## src/rtl/alu_if.sv

```systemverilog
// Operand, control and result bundle between the datapath operand muxes and the ALU.
interface alu_if;
  logic [31:0] SrcA;
  logic [31:0] SrcB;
  logic [1:0]  ALUControl;
  logic [31:0] ALUResult;
  logic        Zero;
  logic        Negative;
  logic        Overflow;
  logic        Carry;
  logic [3:0]  Flags;

  modport master (
    output SrcA, SrcB, ALUControl,
    input  ALUResult, Zero, Negative, Overflow, Carry, Flags
  );

  modport slave (
    input  SrcA, SrcB, ALUControl,
    output ALUResult, Zero, Negative, Overflow, Carry, Flags
  );
endinterface

```

## src/rtl/alu.sv

```systemverilog
// 32-bit ADD/SUB/AND/OR unit with combinational NZCV flags and a registered NZCV copy.
module alu (
  input  logic  clk,
  input  logic  rst_n,
  alu_if.slave  bus
);

  typedef enum logic [1:0] {
    OP_ADD = 2'b00,
    OP_SUB = 2'b01,
    OP_AND = 2'b10,
    OP_OR  = 2'b11
  } alu_op_e;

  alu_op_e     op;
  logic [31:0] opb;
  logic [32:0] sum;
  logic [31:0] result;
  logic        carry;
  logic        overflow;

  assign op = alu_op_e'(bus.ALUControl);

  // Subtract shares the adder: A + ~B + 1, with the carry-in taken from ALUControl[0].
  assign opb = bus.ALUControl[0] ? ~bus.SrcB : bus.SrcB;
  assign sum = {1'b0, bus.SrcA} + {1'b0, opb} + {32'b0, bus.ALUControl[0]};

  always_comb begin
    result   = '0;
    carry    = 1'b0;
    overflow = 1'b0;
    case (op)
      OP_ADD, OP_SUB: begin
        result   = sum[31:0];
        carry    = sum[32];
        overflow = ~(bus.SrcA[31] ^ bus.SrcB[31] ^ bus.ALUControl[0])
                   & (bus.SrcA[31] ^ sum[31]);
      end
      OP_AND: result = bus.SrcA & bus.SrcB;
      OP_OR:  result = bus.SrcA | bus.SrcB;
    endcase
  end

  assign bus.ALUResult = result;
  assign bus.Negative  = result[31];
  assign bus.Zero      = (result == '0);
  assign bus.Carry     = carry;
  assign bus.Overflow  = overflow;

  always_ff @(posedge clk or negedge rst_n) begin
    if (!rst_n) bus.Flags <= '0;
    else        bus.Flags <= {result[31], (result == '0), carry, overflow};
  end

endmodule

```

## src/flat_wrapper.sv

```systemverilog
// flat-port wrapper written by rule: the top's interface ports become plain ports
module alu_flat 
  (clk, rst_n, bus_SrcA, bus_SrcB, bus_ALUControl, bus_ALUResult, bus_Zero, bus_Negative, bus_Overflow, bus_Carry, bus_Flags);
  alu_if bus_i ();
  input  logic clk;
  input  logic rst_n;
  input wire logic [$bits(bus_i.SrcA)-1:0] bus_SrcA;
  input wire logic [$bits(bus_i.SrcB)-1:0] bus_SrcB;
  input wire logic [$bits(bus_i.ALUControl)-1:0] bus_ALUControl;
  output wire logic [$bits(bus_i.ALUResult)-1:0] bus_ALUResult;
  output wire logic [$bits(bus_i.Zero)-1:0] bus_Zero;
  output wire logic [$bits(bus_i.Negative)-1:0] bus_Negative;
  output wire logic [$bits(bus_i.Overflow)-1:0] bus_Overflow;
  output wire logic [$bits(bus_i.Carry)-1:0] bus_Carry;
  output wire logic [$bits(bus_i.Flags)-1:0] bus_Flags;
  assign bus_i.SrcA = bus_SrcA;
  assign bus_i.SrcB = bus_SrcB;
  assign bus_i.ALUControl = bus_ALUControl;
  assign bus_ALUResult = bus_i.ALUResult;
  assign bus_Zero = bus_i.Zero;
  assign bus_Negative = bus_i.Negative;
  assign bus_Overflow = bus_i.Overflow;
  assign bus_Carry = bus_i.Carry;
  assign bus_Flags = bus_i.Flags;
  alu u_core (.clk(clk), .rst_n(rst_n), .bus(bus_i));
endmodule
```

## config.mk

```make
export PLATFORM = sky130hd
export DESIGN_NAME = alu_flat
export DESIGN_NICKNAME = d
export VERILOG_FILES = /design/src/rtl/alu_if.sv /design/src/rtl/alu.sv /design/src/flat_wrapper.sv
export SDC_FILE = /design/constraint.sdc
export NUM_CORES = 1
export LEC_CHECK = 0
export CAP_MARGIN = 20
export CELL_PAD_IN_SITES_DETAIL_PLACEMENT = 2
export CELL_PAD_IN_SITES_GLOBAL_PLACEMENT = 2
export CORE_ASPECT_RATIO = 1.1
export CORE_MARGIN = 2
export CORE_UTILIZATION = 28
export CTS_CLUSTER_SIZE = 28
export DETAILED_ROUTE_END_ITERATION = 10
export PLACE_DENSITY = 0.91
export SYNTH_ARGS = -nofsm -noshare
export SYNTH_HDL_FRONTEND = slang
export SYNTH_SLANG_ARGS = --single-unit
```

## constraint.sdc

```tcl
create_clock -name clk -period 19.68 [get_ports clk]
set_clock_uncertainty 0.15 [all_clocks]
set_input_delay 5.904 -clock clk [delete_from_list [all_inputs] [get_ports clk]]
set_output_delay 5.904 -clock clk [all_outputs]
set_load 0.01 [all_outputs]
```

==> results.md <==
* Compound-gate portion of the synthesized area at 35.49%
* CTS tree: yes
* Hold WS at 5.739 ns
* Die area at 0.01305 mm2
* Slew HR at 47.89%
* Final Slew Violations at 0
* Critical path arrival at 10.71 ns
* CP Capture Type: primary output
* Tightest Pin Transition at 0.7816 ns
* Pwr per Cell Area at 52.74 mW/mm2
* Final setup fails at 0
* CTS max path bufs at 2
* Share of flip-flops with an asynchronous set or reset at 100.0%
* Largest family of logic cells by synthesized area: compound AO/OA/AOI/OAI gates
* Drt total wl at 14.73 mm
* Setup CP Type: in2out
* Most frequent cells in the layout: clkdlybuf4s50_1 (106), nand2_1 (60), o21ai_0 (42)
* Post-synthesis mux area share at 1.545%
* #FFs+latches synth at 4
* Avg Inst Size Synth at 6.873 um2
* Buf/Inv on CP at 3
* Yosys warns at 0
* DR iter-0 viols at 143
* Root buf cell: clkbuf_16
* CTS resizes at 0
* Cell variety after synth at 76
* Reg with most FFs: u_core.bus.Flags
* Number of synthesized flops with an enable pin at 0
* Die W at 109.1 um
* TritonCTS buffer count at 3
* Met2 usage at 45.03%
* Initial antenna violation count at 0
* Total negative slack at 0 ns
* Hold_buf cts at 0
* Vert. Die Dim at 119.6 um
* Syn nets at 599
* Most Crowded Layer GR: met2
* Worst path top cell family by delay: buffers and inverters
* Max incr delay on CP at 0.59 ns
* Reg clk slew, reported paths at 0.03 ns
* Xor and xnor area share after synthesis at 11.84%
* IO Pins at 108
* Worst-path fanout max at 37
* Antenna-violating nets left at 0
* Routed wire per std cell at 20.15 um
* Slowest CP cell: clkdlybuf4s50_1
* IO Port Bufs at 107
* Fillers at 1421
* DP Wirelength at 12.07 mm
* Post-synthesis simple-gate area fraction at 23.43%
* Status: finished clean
* # Post-CTS Setup Buffers at 0
* Initial core utilization at 28.52%
* Met3 Use GR at 1.467%
* Post-synthesis adder-cell area fraction at 19.93%
* H-tree depth at 1
* PnR worst setup slack at 2.913 ns
* Largest regs: u_core.bus.Flags x4
* Seq/Total Area, Yosys at 2.942%
* Row count at 42
* Final Hold Viols at 0
* Synthesized area at 0.003402 mm2
* Post-synthesis cell count at 495
* DR DRC count at 0
* Core Box Area at 0.01193 mm2
* RSZ-0062 raised after global routing: false
* Most common cell after layout, fill and taps aside: clkdlybuf4s50_1
* GRT Util Overall at 22.67%
* Period utilisation layout at 85.20%
* Pre-Repair DR Iteration Count at 4
* Vias/cell at 5.789
* GPL Wtd Cong at 0.8698
* Primary FF master, synth: dfrtp_1
* Nets at 683
* Clock sinks at 4
* Crit-path cells: buf_2, buf_4, xor2_1, ha_1, a211o_1, a21oi_4, o21ai_2, a21o_1, or4_1, a31o_1, nor4_2, nand4_1, nor4b_2, clkdlybuf4s50_1
* Vias in the first global route at 4778
* Layout cell share with drive strength beyond 1 at 4.506%
* Fmax at 59.64 MHz
* Multi-input gate area at 0.003138 mm2
* Pin count of the biggest net entering global routing at 54
* Worst Path Required at 13.63 ns
* VDD IR max at 0.04679 mV
* Via count at 4232
* Area occupied by registers at 100.1 um2
* Max reg flops at 4
* Wire length of the first global-routing pass at 23.98 mm
* Met1 Use GR at 25.41%
* Max cap viols at 0
* Antenna Cells at 0
* Area grow syn2layout at 36.04%
* Static leakage at 1.780 nW
* Critical Path Start Type: primary input
* Post-place setup slack at 2.918 ns
* Grt total ovfl at 0
* Worst hold path type: in2async
* Minimum clock period at 16.77 ns
==> Yosys cell counts, types with 10 or more instances <==
| master | n | area (um2) |
|---|---|---|
| a21o_1 | 10 | 75.07 |
| nor2_1 | 30 | 112.6 |
| ha_1 | 35 | 437.9 |
| maj3_1 | 22 | 220.2 |
| xor2_1 | 37 | 324.1 |
| clkbuf_1 | 24 | 90.09 |
| nand2_1 | 60 | 225.2 |
| o21ai_0 | 42 | 210.2 |
| a21oi_1 | 38 | 190.2 |
| o21a_1 | 16 | 120.1 |
==> through the flow <==
stage | power (W) | utilization (%) | cells | area (um2)
5_1_grt | 0.0002639 | 38.80 | 731 | 4628
2_1_floorplan | 0.0001290 | - | 495 | 3402
4_1_cts | 0.0002442 | 38.80 | 731 | 4628
3_5_place_dp | 0.0002096 | 38.17 | 728 | 4553
6_report | 0.0002441 | 38.80 | 731 | 4628
3_3_place_gp | 0.0002006 | 38.17 | 728 | 4553
==> kinds of logic after synthesis <==
group                      after synthesis
AOI/OAI and AO/OA                      181
muxes                                    5
DFF                                      4
buffers and inverters                   40
and+or+nand+nor                        161
xor gates and xnor gates                46
adders and majority gates               58
==> final timing paths <==
path / startpoint / endpoint / slack [ns] / depth (start not counted)
worst max-delay path: bus_ALUControl[0] / bus_Zero / 2.91 / 14
max in group asynchronous: rst_n / u_core.bus.Flags[1] / 13.46 / 1
min in group clk: bus_SrcA[31] / u_core.bus.Flags[0] / 6.42 / 4
worst min-delay path: rst_n / u_core.bus.Flags[3] / 5.74 / 1
==> layer usage <==
layer  wire, um  part of all wire (%)
met4        318                   2.2
met3        514                   3.5
met2       7911                    54
met1       5988                    41
met5          0                     0
==> report_power, final <==
group	switching, W	total [W]	leakage, nW	internal, W
logic	0.000112	0.000202	1.69	0.0000900
clock network	0.00000636	0.0000324	0.0370	0.0000260
registers	0.000000284	0.00000950	0.0521	0.00000921
==> cell type report <==
| class | count | area share, % |
|---|---|---|
| clock buffers | 3 | 1.622 |
| inverters | 9 | 0.7299 |
| multi-input cells | 451 | 67.80 |
| flip-flops and latches | 4 | 2.163 |
| well taps | 154 | 4.163 |
| repair buffers | 110 | 23.52 |
No activity file was read; power rests on OpenSTA's default activity.
